### src/rtl/f_axil_monitor.sv
// Passive AXI-lite monitor: outstanding counters, stall-stability checks, sticky error flags.
// Defining F_AXIL_MONITOR_TIMEOUT_EN adds B/R response timeout detection (flag bits 10/11).
module f_axil_monitor #(
  parameter int DATA_WIDTH     = 32,
  parameter int ADDR_WIDTH     = 32,
  parameter int STRB_WIDTH     = DATA_WIDTH / 8,
  parameter int OUTSTAND_MAX   = 64,
  parameter int TIMEOUT_CYCLES = 1024
) (
  input  logic                          clk,
  input  logic                          rst_n,
  input  logic [ADDR_WIDTH-1:0]         m_axil_awaddr,
  input  logic [2:0]                    m_axil_awprot,
  input  logic                          m_axil_awvalid,
  input  logic                          m_axil_awready,
  input  logic [DATA_WIDTH-1:0]         m_axil_wdata,
  input  logic [STRB_WIDTH-1:0]         m_axil_wstrb,
  input  logic                          m_axil_wvalid,
  input  logic                          m_axil_wready,
  input  logic [1:0]                    m_axil_bresp,
  input  logic                          m_axil_bvalid,
  input  logic                          m_axil_bready,
  input  logic [ADDR_WIDTH-1:0]         m_axil_araddr,
  input  logic [2:0]                    m_axil_arprot,
  input  logic                          m_axil_arvalid,
  input  logic                          m_axil_arready,
  input  logic [DATA_WIDTH-1:0]         m_axil_rdata,
  input  logic [1:0]                    m_axil_rresp,
  input  logic                          m_axil_rvalid,
  input  logic                          m_axil_rready,
  input  logic                          err_clear,
  output logic [$clog2(OUTSTAND_MAX):0] aw_cnt,
  output logic [$clog2(OUTSTAND_MAX):0] w_cnt,
  output logic [$clog2(OUTSTAND_MAX):0] ar_cnt,
  output logic [11:0]                   err_flags,
  output logic                          err_pulse,
  output logic [3:0]                    err_first
);

  localparam int CW = $clog2(OUTSTAND_MAX) + 1;
  localparam logic [CW-1:0] CNT_MAX = CW'(OUTSTAND_MAX);

  typedef struct packed {
    logic                  aw_stall;
    logic                  w_stall;
    logic                  ar_stall;
    logic                  b_stall;
    logic                  r_stall;
    logic [ADDR_WIDTH-1:0] awaddr;
    logic [2:0]            awprot;
    logic [DATA_WIDTH-1:0] wdata;
    logic [STRB_WIDTH-1:0] wstrb;
    logic [ADDR_WIDTH-1:0] araddr;
    logic [2:0]            arprot;
    logic [1:0]            bresp;
    logic [DATA_WIDTH-1:0] rdata;
    logic [1:0]            rresp;
  } hist_t;

  logic          aw_hs, w_hs, b_hs, ar_hs, r_hs;
  logic          aw_zero, w_zero, ar_zero;
  logic [CW-1:0] aw_cnt_q, aw_cnt_d, w_cnt_q, w_cnt_d, ar_cnt_q, ar_cnt_d;
  hist_t         hist_q, hist_d;
  logic [11:0]   err_flags_q, err_flags_d, err_new, err_base, err_rise;
  logic          err_pulse_q, err_pulse_d;
  logic [3:0]    err_first_q, err_first_d;
  logic          b_timeout, r_timeout;

  function automatic logic [CW-1:0] step_cnt(input logic [CW-1:0] cnt, input logic inc,
                                             input logic dec);
    step_cnt = cnt;
    if (inc && !dec && cnt != CNT_MAX) step_cnt = cnt + CW'(1);
    else if (dec && !inc && cnt != '0) step_cnt = cnt - CW'(1);
  endfunction

  function automatic logic [3:0] lowest_bit(input logic [11:0] v);
    lowest_bit = 4'hF;
    for (int i = 11; i >= 0; i--) if (v[i]) lowest_bit = 4'(i);
  endfunction

  assign aw_hs   = m_axil_awvalid & m_axil_awready;
  assign w_hs    = m_axil_wvalid & m_axil_wready;
  assign b_hs    = m_axil_bvalid & m_axil_bready;
  assign ar_hs   = m_axil_arvalid & m_axil_arready;
  assign r_hs    = m_axil_rvalid & m_axil_rready;
  assign aw_zero = (aw_cnt_q == '0);
  assign w_zero  = (w_cnt_q == '0);
  assign ar_zero = (ar_cnt_q == '0);

  always_comb begin
    hist_d.aw_stall = m_axil_awvalid & ~m_axil_awready;
    hist_d.w_stall  = m_axil_wvalid & ~m_axil_wready;
    hist_d.ar_stall = m_axil_arvalid & ~m_axil_arready;
    hist_d.b_stall  = m_axil_bvalid & ~m_axil_bready;
    hist_d.r_stall  = m_axil_rvalid & ~m_axil_rready;
    hist_d.awaddr   = m_axil_awaddr;
    hist_d.awprot   = m_axil_awprot;
    hist_d.wdata    = m_axil_wdata;
    hist_d.wstrb    = m_axil_wstrb;
    hist_d.araddr   = m_axil_araddr;
    hist_d.arprot   = m_axil_arprot;
    hist_d.bresp    = m_axil_bresp;
    hist_d.rdata    = m_axil_rdata;
    hist_d.rresp    = m_axil_rresp;

    aw_cnt_d = step_cnt(aw_cnt_q, aw_hs, b_hs);
    w_cnt_d  = step_cnt(w_cnt_q, w_hs, b_hs);
    ar_cnt_d = step_cnt(ar_cnt_q, ar_hs, r_hs);

    // A stalled channel must keep valid asserted and its payload frozen.
    err_new     = '0;
    err_new[0]  = hist_q.aw_stall && (!m_axil_awvalid || m_axil_awaddr != hist_q.awaddr ||
                                      m_axil_awprot != hist_q.awprot);
    err_new[1]  = hist_q.w_stall && (!m_axil_wvalid || m_axil_wdata != hist_q.wdata ||
                                     m_axil_wstrb != hist_q.wstrb);
    err_new[2]  = hist_q.ar_stall && (!m_axil_arvalid || m_axil_araddr != hist_q.araddr ||
                                      m_axil_arprot != hist_q.arprot);
    err_new[3]  = hist_q.b_stall && (!m_axil_bvalid || m_axil_bresp != hist_q.bresp);
    err_new[4]  = hist_q.r_stall && (!m_axil_rvalid || m_axil_rdata != hist_q.rdata ||
                                     m_axil_rresp != hist_q.rresp);
    err_new[5]  = (b_hs && (aw_zero || w_zero)) ||
                  (m_axil_bvalid && ((aw_zero && !aw_hs) || (w_zero && !w_hs)));
    err_new[6]  = (r_hs && ar_zero) || (m_axil_rvalid && ar_zero && !ar_hs);
    err_new[7]  = aw_hs && !b_hs && aw_cnt_q == CNT_MAX;
    err_new[8]  = w_hs && !b_hs && w_cnt_q == CNT_MAX;
    err_new[9]  = ar_hs && !r_hs && ar_cnt_q == CNT_MAX;
    err_new[10] = b_timeout;
    err_new[11] = r_timeout;

    // A clear drops old flags, but anything detected in the same cycle is kept and recorded.
    err_base    = err_clear ? 12'h000 : err_flags_q;
    err_rise    = err_new & ~err_base;
    err_flags_d = err_base | err_new;
    err_pulse_d = |err_rise;
    err_first_d = err_clear ? 4'hF : err_first_q;
    if (err_base == 12'h000 && err_rise != 12'h000) err_first_d = lowest_bit(err_rise);
  end

  always_ff @(posedge clk) begin
    if (!rst_n) begin
      aw_cnt_q    <= '0;
      w_cnt_q     <= '0;
      ar_cnt_q    <= '0;
      hist_q      <= '0;
      err_flags_q <= '0;
      err_pulse_q <= 1'b0;
      err_first_q <= 4'hF;
    end else begin
      aw_cnt_q    <= aw_cnt_d;
      w_cnt_q     <= w_cnt_d;
      ar_cnt_q    <= ar_cnt_d;
      hist_q      <= hist_d;
      err_flags_q <= err_flags_d;
      err_pulse_q <= err_pulse_d;
      err_first_q <= err_first_d;
    end
  end

`ifdef F_AXIL_MONITOR_TIMEOUT_EN
  localparam int TW = $clog2(TIMEOUT_CYCLES + 1);
  localparam logic [TW-1:0] T_MAX = TW'(TIMEOUT_CYCLES);

  logic [TW-1:0] b_timer_q, b_timer_d, r_timer_q, r_timer_d;

  // Timers flag once on reaching the limit, then hold there until the response arrives.
  always_comb begin
    b_timer_d = b_timer_q;
    r_timer_d = r_timer_q;
    b_timeout = 1'b0;
    r_timeout = 1'b0;
    if (b_hs || aw_zero || w_zero) b_timer_d = '0;
    else if (b_timer_q != T_MAX) begin
      b_timer_d = b_timer_q + TW'(1);
      b_timeout = (b_timer_d == T_MAX);
    end
    if (r_hs || ar_zero) r_timer_d = '0;
    else if (r_timer_q != T_MAX) begin
      r_timer_d = r_timer_q + TW'(1);
      r_timeout = (r_timer_d == T_MAX);
    end
  end

  always_ff @(posedge clk) begin
    if (!rst_n) begin
      b_timer_q <= '0;
      r_timer_q <= '0;
    end else begin
      b_timer_q <= b_timer_d;
      r_timer_q <= r_timer_d;
    end
  end
`else
  // TIMEOUT_CYCLES is meaningless in this build; the comparison is constant false.
  assign b_timeout = 1'b0;
  assign r_timeout = (TIMEOUT_CYCLES < 0);
`endif

  assign aw_cnt    = aw_cnt_q;
  assign w_cnt     = w_cnt_q;
  assign ar_cnt    = ar_cnt_q;
  assign err_flags = err_flags_q;
  assign err_pulse = err_pulse_q;
  assign err_first = err_first_q;

endmodule
### config.mk
export PLATFORM = sky130hd
export DESIGN_NAME = f_axil_monitor
export DESIGN_NICKNAME = d
export VERILOG_FILES = /design/src/rtl/f_axil_monitor.sv
export SDC_FILE = /design/constraint.sdc
export NUM_CORES = 1
export LEC_CHECK = 0
export CAP_MARGIN = 20
export CELL_PAD_IN_SITES_DETAIL_PLACEMENT = 0
export CELL_PAD_IN_SITES_GLOBAL_PLACEMENT = 1
export CORE_AREA = 2 2 142 144
export DETAILED_ROUTE_END_ITERATION = 6
export DIE_AREA = 0 0 144 146
export PLACE_DENSITY = 0.93
export SKIP_LAST_GASP = 1
export SYNTH_ARGS = -nofsm -noshare
export SYNTH_HDL_FRONTEND = slang
export SYNTH_SLANG_ARGS = --single-unit
### constraint.sdc
create_clock -name clk -period 6.4 [get_ports clk]
set_input_delay 0.64 -clock clk [delete_from_list [all_inputs] [get_ports clk]]
set_output_delay 0.64 -clock clk [all_outputs]
set_load 0.03 [all_outputs]
======== Word-level counts from Yosys, hierarchy flattened ========
Index checks and enable logic that the tools add are counted.
Widths: inputs -> output; s select.
storage, ports and cells
  bits in registers ....................... 185
  output and inout bits ................... 38
  word-level logic and storage cells ...... 144
  input bits .............................. 155
operators by class
  reductions and logical operators ........ 64
  multiplexer cells ....................... 21
  bitwise logic cells ..................... 18
  eq/ne operators ......................... 15
  $add $sub $neg .......................... 6
operators with widths
  cell                 number
  $ne 32x32->1         4
  $mux 4               13
  $mux 7               6
  $logic_and 1x1->1    28
  $add 7x1->7 const B  3
  $eq 7x7->1 const B   3
  $logic_not 7->1      3
  $ne 7x7->1 const B   3
  $reduce_bool 7->1    3
  $sub 7x1->7 const B  3
  $logic_or 1x1->1     13
  $and 10x12->12       1
  $logic_not 12->1     1
  $mux 12              1
  $not 12->12          1
  $or 12x10->12        1
  $reduce_bool 12->1   1
  $reduce_or 12->1     1
  $and 1x1->1          10
  $logic_not 1->1      10
  $reduce_bool 2->1    4
  $ne 3x3->1           2
  $not 1->1            5
  $ne 2x2->1           2
  2 further kinds      2

======== Depth between registers and ports, before layout ========
Gate-level depths: netlist of run 1.
  depth after elaboration ................. 20
  mapped depth ............................ 12
  mapped depth without buffers ............ 12

======== Worst setup path after synthesis of run 1 ========
Ideal clock, no wire load.
  path kind ............................... register -> register
  start point ............................. register aw_cnt_q[0], in the netlist aw_cnt[0]
  end point ............................... register aw_cnt_q[6], in the netlist aw_cnt[6]
  arrival time ............................ 2,769 ps
  setup time .............................. 115 ps
  stages on the path, launching flop included .. 10
  period minus slack after synthesis ...... 2,884 ps
  buffers on the path ..................... 0
  setup slack ............................. 3,516 ps
  required time ........................... 6,285 ps
  cell sequence ........................... dfxtp_1 or4_4 o21ai_1 ha_1 a21o_1 a21oi_1 o21bai_1 a21oi_1 mux4_2 and2_1
between the ends
  word-level cells in the longest chain between the ends .. 3
  elaborated cells on any way between the ends .. 9
  classes of those cells .................. add/sub: 2; eq/ne: 1; mux: 2; reduce/logical: 4
RTL lines
  item                                         RTL line  text
  from (decl)                                  62        logic [CW-1:0] aw_cnt_q, aw_cnt_d, w_cnt_q, w_cnt_d, ar_cnt_q, ar_cnt_d;
  from (signal assigned)                       149       aw_cnt_q <= aw_cnt_d;
  $sub 7x1->7, or another cell as far along    73        else if (dec && !inc && cnt != '0) step_cnt = cnt - CW'(1);
  $mux 7, or another cell as far along         73
  $mux 7 or $reduce_bool 2->1 (tied branches)  n/a
Several ways; a longest one is shown, not always the timed one. The select of a mux whose other input is x is not followed.
A chain may end at the register's enable or synchronous reset.

======== Worst setup path after layout of run 1 ========
  start point ............................. input port m_axil_awvalid
  end point ............................... register aw_cnt_q[6], in the netlist aw_cnt[6]
between the ends
  word-level cells in the longest chain between the ends .. 5
  elaborated cells on any way between the ends .. 8
  classes of those cells .................. mux: 1; bitwise: 1; reduce/logical: 6
RTL lines
  item                             RTL line  text
  from (decl)                      14        input logic m_axil_awvalid,
  $and 1x1->1 (*)                  81        assign aw_hs = m_axil_awvalid & m_axil_awready;
  $logic_not 1->1                  73
  $logic_and 1x1->1 (2 in series)  73
  $reduce_bool 2->1 (no line)      n/a
Mark *: on every way between the ends. The rest lies on a longest branch, timed or not.

==> results of run 1 <==
==> metrics by stage <==
step | instance area [um2] | setup WS, ns | power, mW | hold WS (ns)
2_1_floorplan | 7900 | 3.52 | 2.07 | 0.445
3_3_place_gp | 10100 | 2.91 | 2.41 | 0.454
3_5_place_dp | 10100 | 2.99 | 2.43 | 0.462
4_1_cts | 10700 | 3.38 | 3.57 | 0.476
5_1_grt | 10700 | 3.16 | 3.74 | 0.530
6_report | 10700 | 3.38 | 3.53 | 0.474
==> area by class of cell <==
| class | count | share of cell area [%] |
|---|---|---|
| Clock inverter | 13 | 1.75 |
| Tap cell | 265 | 3.09 |
| Antenna cell | 1 | 0.0234 |
| Inverter | 6 | 0.210 |
| Clock buffer | 19 | 4.23 |
| Sequential cell | 185 | 34.6 |
| Multi-Input combinational cell | 571 | 38.2 |
| Timing Repair Buffer | 193 | 18.0 |
==> cells in the mapped netlist (2+ instances only) <==
library cell	number	area, um2
xnor2_1	47	412
or3_1	2	12.5
nand4_1	14	87.6
mux2i_1	12	120
o22ai_1	3	18.8
a21oi_1	34	170
xor2_1	110	963
and2_1	144	901
clkbuf_1	18	67.6
a21o_1	8	60.1
ha_1	15	188
o21ai_1	4	20.0
nor2b_1	4	25.0
nand3_1	11	55.1
o21bai_1	3	22.5
dfxtp_1	185	3700
nand2_1	21	78.8
o21ai_0	4	20.0
fa_1	3	60.1
nor4_1	30	188
nor3b_1	4	30.0
nor3_1	6	30.0
nor4_2	3	37.5
inv_1	5	18.8
nand3b_1	2	15.0
a31oi_1	3	18.8
nor2_1	50	188
mux4_2	3	67.6
buf_1	2	7.51
and3_1	4	25.0
==> cell usage in the layout (no fill, tap or decap), drive strengths merged, types with 6 or more instances in the layout <==
cell type / instances
ha: 15
a21o: 9
nand4: 14
a21oi: 34
clkbuf: 19
nor3: 6
and2: 144
xnor2: 47
o21ai: 9
nand3: 11
nor2: 51
mux2i: 12
clkdlybuf4s50: 191
nand2: 22
xor2: 110
dfxtp: 185
nor4: 33
inv: 10
==> critical path: stages <==
cell             delay [ns]
clkdlybuf4s50_1        0.50
nand2_1                0.13
a21oi_1                0.22
o21ai_1                0.25
fa_1                   0.46
a21o_1                 0.17
a21oi_1                0.21
o21bai_1               0.10
a21oi_1                0.18
mux4_2                 0.30
and2_1                 0.16
==> kinds of logic after synthesis <==
family / count (synthesis)
compound gates: 74
xor+xnor: 157
fa+ha+maj: 18
buf+inv: 27
flops: 185
mux: 15
simple gates: 307
==> how the worst max path moves through the flow <==
stage	end	slack, ns	cells after the start
after floorplan	aw_cnt[6]	3.52	9
after global placement	err_first[2]	2.91	8
after detailed placement	aw_cnt[6]	2.99	11
after CTS	aw_cnt[6]	3.38	9
after global routing	aw_cnt[6]	3.16	9
final	aw_cnt[6]	3.38	11
==> state kept, by name (all words and copies together) (netlist names) <==
name       count
err_pulse      1
err_flags     12
w_cnt          7
aw_cnt         7
hist_q       147
err_first      4
ar_cnt         7
==> routing by layer <==
| layer | vias up | GRT usage (%) | part of all wire (%) |
|---|---|---|---|
| met2 | 140 | 29.0 | 47 |
| met5 | - | 0 | 0 |
| li1 | 3007 | - | - |
| met4 | 0 | 4.31 | 0.81 |
| met3 | 6 | 6.19 | 7.3 |
| met1 | 2713 | 21.4 | 45 |
==> power by group through the flow <==
| stage | sequential [mW] | clock (mW) | combinational, mW |
|---|---|---|---|
| 6_report | 1.36 | 1.13 | 1.03 |
| 5_1_grt | 1.38 | 1.22 | 1.14 |
| 4_1_cts | 1.36 | 1.16 | 1.04 |
| 2_1_floorplan | 1.49 | 0 | 0.584 |
| 3_5_place_dp | 1.39 | 0 | 1.04 |
| 3_3_place_gp | 1.39 | 0 | 1.03 |
==> results.md, run 1 <==
- TritonCTS created 17 clock buffers.
- The maximum number of pins on one net before global-route repair is 84.
- The final RePlAce weighted congestion is between 0.7 and 0.8.
- The net count after synthesis is 956.
- The initial antenna violation count came to 1.
- The placeable core region is roughly 19000 um2.
- Of the total synthesized cell area, the portion taken by XOR and XNOR cells is 17.4%.
- The tightest slew margin relative to the limit is 48.6%.
- The detailed-route via count is ~5.9k.
- The register bit count reported by yosys is 185.
- In the synthesized netlist, the number of instances is 783.
- In the final layout, the share of cells above drive strength 1 is 5.67%.
- In the synthesized netlist the async set-or-reset flop fraction comes to 0%.
- The endpoint required time on the critical path is 6.71 ns.
- Relative to the synthesized area, the layout overhead comes to 35.6%.
- In this run, the combinational gates consume 29.3% of the power.
- The transition time at the pin with the least slew margin is a little under 0.8 ns.
- The area of the multi-input gates is 4090 um2.
- The achievable clock frequency is 331 MHz.
- TritonCTS built the clock tree.
- Once placement completed, the tool counted placed cells totaling 1220.
- Per report_power, the sequential group accounts for 38.6% of the total.
- The adder-cell area share of the yosys netlist is ~3.1%.
- The total power divided by cell area is 329 nW/um2.
- The number of endpoints failing setup at the final stage is 0.
- After detailed routing, the number of vias per cell comes to 4.68.
- Along the worst hold path, the cell count comes to 2.
- Tracing the worst setup path back leads to its startpoint at m_axil_awvalid.
- Internal power comes to 2.46 mW.
- Buffers placed on the I/O ports in this run total about 190.
- The floorplan die width is 144 um.
- The flow ran to the end, and the final reports show no timing, DRC or antenna violations.
- Once layout is complete, the cells apart from fillers number roughly 1.3k.
- The proportion of total power due to net switching is a little under a third.
- Setup slack on the worst reg-to-reg path comes out at 3.39 ns.
- The global-route congestion overflow total is 0.
- The initialized floorplan defines between 50 and 60 standard-cell rows.
- The wire length of the first global-routing pass is 29.0 mm.
- The maximum clock insertion buffer count is 2.
- The worst hold path begins at hist_q[142].
- Once detail routing completed, the nets flagged for antenna violations numbered 0.
- For this run, the total global-route usage over all layers was measured as 17.4%.
- The number of post-CTS setup repair buffers is 0.
- The die is 146 um tall.
- The static leakage is 4.36 nW.
- For this design, the CTS-stage hold fixing added 0 buffers.
- The worst setup path is captured at a flip-flop.
- The worst-case IR drop observed on VDD is 0.180 mV.
- The sequential cell area is 3700 um2.
- The final-report hold violation count is 0.
- The count of final max-slew check failures is 0.
- Across the run, the number of max-cap violations was 0.
- The iteration count of the initial detailed-routing pass is 4.
- The clock slew seen by the registers of the worst setup and hold paths is 0.07 ns.
- The count of yosys warnings during synthesis is 0.
- The worst register-to-register path ends at aw_cnt[6].
- The post-synthesis simple-gate area fraction is 22.6%.
- In the finished design, the share of the clock period the worst path needs comes to a little under half.
- The number of levels in the clock H-tree is 4.
- The part of the Yosys area used for sequential elements is between 40% and 50%.
- The fraction of synthesized area in multiplexers is 2.38%.
- The critical path arrival is ~3.3 ns.
- For this design the top-level I/O count stands at 193.
- After clock tree synthesis, the repair step resized 0 gates.
- The worst hold path belongs to the class reg -> reg.
- The tree is rooted in a clkbuf_16.
- Setup repair after global routing left no endpoint under its margin.
- The later-pin clock latency in the skew report is 0.42 ns.
- Dividing the detail-routed wire length by the instance count gives 14.0 um.
- In this run the worst path has a maximum fanout of 7.
- The post-synthesis cell area is between 7000 and 8000 um2.
- For this design the total switching power over the nets is 1.06 mW.
- The wire length reported by the detailed router is about 18 mm.
- The endpoint with the worst hold slack is err_flags[4].
- By area, the combinational part of the netlist is dominated by simple AND/OR/NAND/NOR gates.
- The clock network power share is 32.1%.
- The DRC violation total after the first TritonRoute iteration is 146.
- The final setup TNS is 0 ns.
- The number of distinct library cells after synthesis is 59.
- The kind of critical path is in -> reg.
- The floorplan step defined a die boundary enclosing 21000 um2.
- The worst reg2reg path startpoint is aw_cnt[0].
- The fill cell total of the finished layout is 1746.
- The initial core utilization is between 40 and 50%.
- The shortest period the worst path allows is a little over 3 ns.
- Measured in cells, the most critical reg-to-reg path has a length of 9.
- The most used flip-flop cell after synthesis is dfxtp_1.
- The kind of start point of the critical path is an input pin.
- The clock sink count is 185.
- After detailed routing, the number of remaining DRC violations is 0.
- The wire-length estimate of the detail-placed layout is 13.3 mm.
- The number of enable-type register cells in the synthesized netlist is 0.
- Summing the areas of all compound-gate instances in the mapped netlist gives 6.24% of the synthesized area.
- Cells fill 55.4% of the core in the end.
- The setup clock skew after layout is 0.00719 ns.
- The via count of the first global-routing pass came to ~5.9k.
- The average instance in the mapped netlist occupies slightly above 10 um2.
- For this run, the post-layout net count is roughly 1.1k.
(Power assumes the default switching activity.)
==> run 2, diff against run 1 <==
CORE_AREA = 2 2 148 150   (was 2 2 142 144)
DIE_AREA = 0 0 150 152   (was 0 0 144 146)
PLACE_DENSITY = 0.87   (was 0.93)
clock period = 2.9 ns   (was 6.4 ns; I/O delays follow)
==> run 2 against run 1 <==
Against the previous run:
- final area increased by 1.6%
- global-route usage decreased by 1.1 points
- sequential power increased by 120%
- clock power increased by 110%
- clock skew increased by 0.0027 ns
- first-iteration DRC count decreased by 11%
- via count increased by 1.9%
- power increased by 120%
- register-to-register slack got worse by 3.1 ns
- count of clock-buffer cells in the layout increased by 1
- combinational power increased by 130%
- sequential share of layout area decreased by 0.55 points
==> results.md, run 2 (same netlist as run 1, synthesis figures left out) <==
- The met2 track utilization from global routing is 26.5% (was 29.0%).
- The global-route congestion overflow total is 0 (unchanged).
- The placeable core region is 21400 um2 (was 19300 um2).
- The count of hold-fix buffers inserted at cts is 0 (unchanged).
- The flip-flop count of the largest register, all copies and words added is 147 (unchanged).
- The most flop-heavy register is hist_q (unchanged).
- The mean number of vias per cell came to 4.63 (was 4.68).
- The global routing met3 resource utilization is 5.95% (was 6.19%).
- The transition time at the pin with the least slew margin was 0.815 ns (was 0.772 ns).
- The reg-to-reg setup timing slack is 0.27 ns (was 3.39 ns).
- The met1 usage in global routing is 20.6% (was 21.4%).
- The maximum number of pins on one net before global-route repair was 150 (was 84).
- The area growth from synthesis to final layout is 37.8% (was 35.6%).
- The total power divided by cell area came to 709 nW/um2 (was 329 nW/um2).
- The number of standard-cell rows in the floorplan came to 54 (was 51).
- The via count of the first global-routing pass is 5883 (was 5933).
- The height of the die is 152 um (was 146 um).
- The number of diodes added for antenna fixing is 0 (was 1).
- The worst supply voltage drop on vdd is 0.390 mV (was 0.180 mV).
- RSZ-0062 raised after global routing: no (unchanged).
- The count of antenna-violating nets left after detailed routing is 0 (unchanged).
- The later-pin clock latency in the skew report is 0.42 ns (about the same).
- The most frequent standard cell in the layout excluding fill and tap cells is clkdlybuf4s50_1 (unchanged).
- The final cell count without fillers is 1292 (was 1253).
- The clock slew seen by the registers of the worst setup and hold paths was 0.07 ns (about the same).
- The detailed-placement wirelength estimate is 13.4 mm (was 13.3 mm).
- The detailed-route via count is 5979 (was 5866).
- The area enclosed by the die boundary came to 22800 um2 (was 21000 um2).
- The clock sink count came to 185 (unchanged).
- The tightest slew margin relative to the limit is 45.7% (was 48.6%).
- The post-route clock period utilization is 90.7%.
- The max-cap violation count is 0 (unchanged).
- The global-route usage over all layers is 16.4% (was 17.4%).
- The kind of critical path is reg -> reg (was in -> reg).
- The number of levels in the clock H-tree is 4 (unchanged).
- The initial core utilization was 37.0% (was 40.9%).
- The cell chosen for the clock root was clkbuf_16 (unchanged).
- The iteration count of the initial detailed-routing pass is 6 (was 4).
- The detailed-route DRC error count is 0 (unchanged).
- The count of final max-slew check failures came to 0 (unchanged).
- The global-route layer with the greatest usage was met2 (unchanged).
- The achievable clock frequency is 380 MHz.
- The final-report hold violation count came to 0 (unchanged).
- The number of nets in the finished design is 1172 (was 1147).
- The post-detailed-route wirelength per cell is 13.9 um (was 14.0 um).
- Top library cells by usage in the layout, fill and taps aside: clkdlybuf4s50_1, dfxtp_1, and2_1, xor2_1, nor2_1 (unchanged).
- The number of endpoints failing setup at the final stage is 0 (unchanged).
- The initial antenna violation count was 1 (unchanged).
- The wire length reported by the detailed router is 18.0 mm (was 17.6 mm).
- The path type of the worst min-delay path is in -> reg (was reg -> reg).
- The share of final-layout standard cells stronger than drive strength 1 is 8.00% (was 5.67%).
- The static leakage is 4.46 nW (was 4.36 nW).
- Outcome: finished, final reports clean (unchanged).
- The number of placed instances with taps included is 1260 (was 1220).
- The I/O pin total was 193 (unchanged).
- The TritonCTS clock tree is yes (unchanged).
- The critical path arrival was 2.96 ns (was 3.33 ns).
- The final RePlAce weighted congestion is 0.799 (was 0.787).
- The floorplan die width is 150 um (was 144 um).
- The worst-path maximum fanout is 5 (was 7).
- The endpoint required time on the critical path is 3.23 ns (was 6.71 ns).
- The final setup TNS was 0 ns (unchanged).
- The kind of start point of the critical path is a flip-flop (was input pin).
- The maximum clock insertion buffer count is 2 (unchanged).
- The number of buffers created by CTS is 17 (unchanged).
- The type of element capturing the critical path is a flip-flop (unchanged).
- The number of I/O port buffers is 192 (unchanged).
- The wire length of the first global-routing pass is 29.6 mm (was 29.0 mm).
- The DRC violation total after the first TritonRoute iteration is 130 (was 146).
- The shortest period the worst path allows is around 2.6 ns.
- The setup clock skew after layout is 0.00991 ns (was 0.00719 ns).
[run 2: cell types whose count changed in the layout (fill, tap and decap cells not counted)]
cell / previous run / this run
buf_4: 2 / 26
clkbuf_1: 0 / 1
o21ai_2: 1 / 2
buf_12: 0 / 1
o21ai_1: 4 / 3
diode_2: 1 / 0
clkinv_4: 2 / 3
bufinv_16: 4 / 2
[run 2: area by class of cell]
cell class                      count  area (um2)
Clock buffer                       20         457
Fill cell                        2022       10500
Sequential cell                   185        3700
Inverter                            6        22.5
Multi-Input combinational cell    571        4090
Tap cell                          280         350
Clock inverter                     12         136
Timing Repair Buffer              218        2130
[run 2: worst paths after layout]
path	to	start	cells after the start
worst min register to register	err_flags[4]	hist_q[142]	2
worst max-delay path	aw_cnt[6]	aw_cnt[0]	9
worst min-delay path	err_first[3]	rst_n	3
worst max register to register	aw_cnt[6]	aw_cnt[0]	9
[run 2: critical path, cell delays in order, from the launching register on]
cell	delay [ns]
dfxtp_1	0.31
or4_4	0.57
o21ai_2	0.28
ha_1	0.32
a21o_1	0.19
a21oi_1	0.18
o21bai_1	0.08
a21oi_1	0.15
mux4_2	0.29
and2_1	0.16
[run 2: power by group]
| group | switching (mW) | total, mW | internal (mW) | leakage [nW] |
|---|---|---|---|---|
| Clock | 1.01 | 2.34 | 1.33 | 0.296 |
| Sequential | 0.198 | 2.98 | 2.79 | 1.54 |
| Combinational | 1.17 | 2.40 | 1.23 | 2.63 |
| Total | 2.38 | 7.73 | 5.35 | 4.46 |
[run 2: per-layer routing]
metal | wire length [um] | vias up
li1 | - | 3065
met1 | 8110 | 2756
met2 | 8210 | 139
met3 | 1400 | 17
met4 | 233 | 2
met5 | 11 | -
[run 2: timing repair]
| item | in CTS | in global routing |
|---|---|---|
| buffers inserted | 0 | 0 |
| resized for setup | 0 | 1 |
| endpoints found under the setup margin | 0 | 1 |
[run 2: per-stage QoR]
stage	hold WS [ns]	util, %	power, mW	cell area (um2)	worst slack [ns]
after floorplan	0.362	-	4.57	7900	0.0161
after global placement	0.466	48.2	5.43	10300	0.0926
after detailed placement	0.471	48.2	5.45	10300	0.0167
after CTS	0.423	51.0	7.84	10900	0.148
after global routing	0.449	51.0	8.21	10900	0.0552
final	0.401	51.0	7.73	10900	0.271
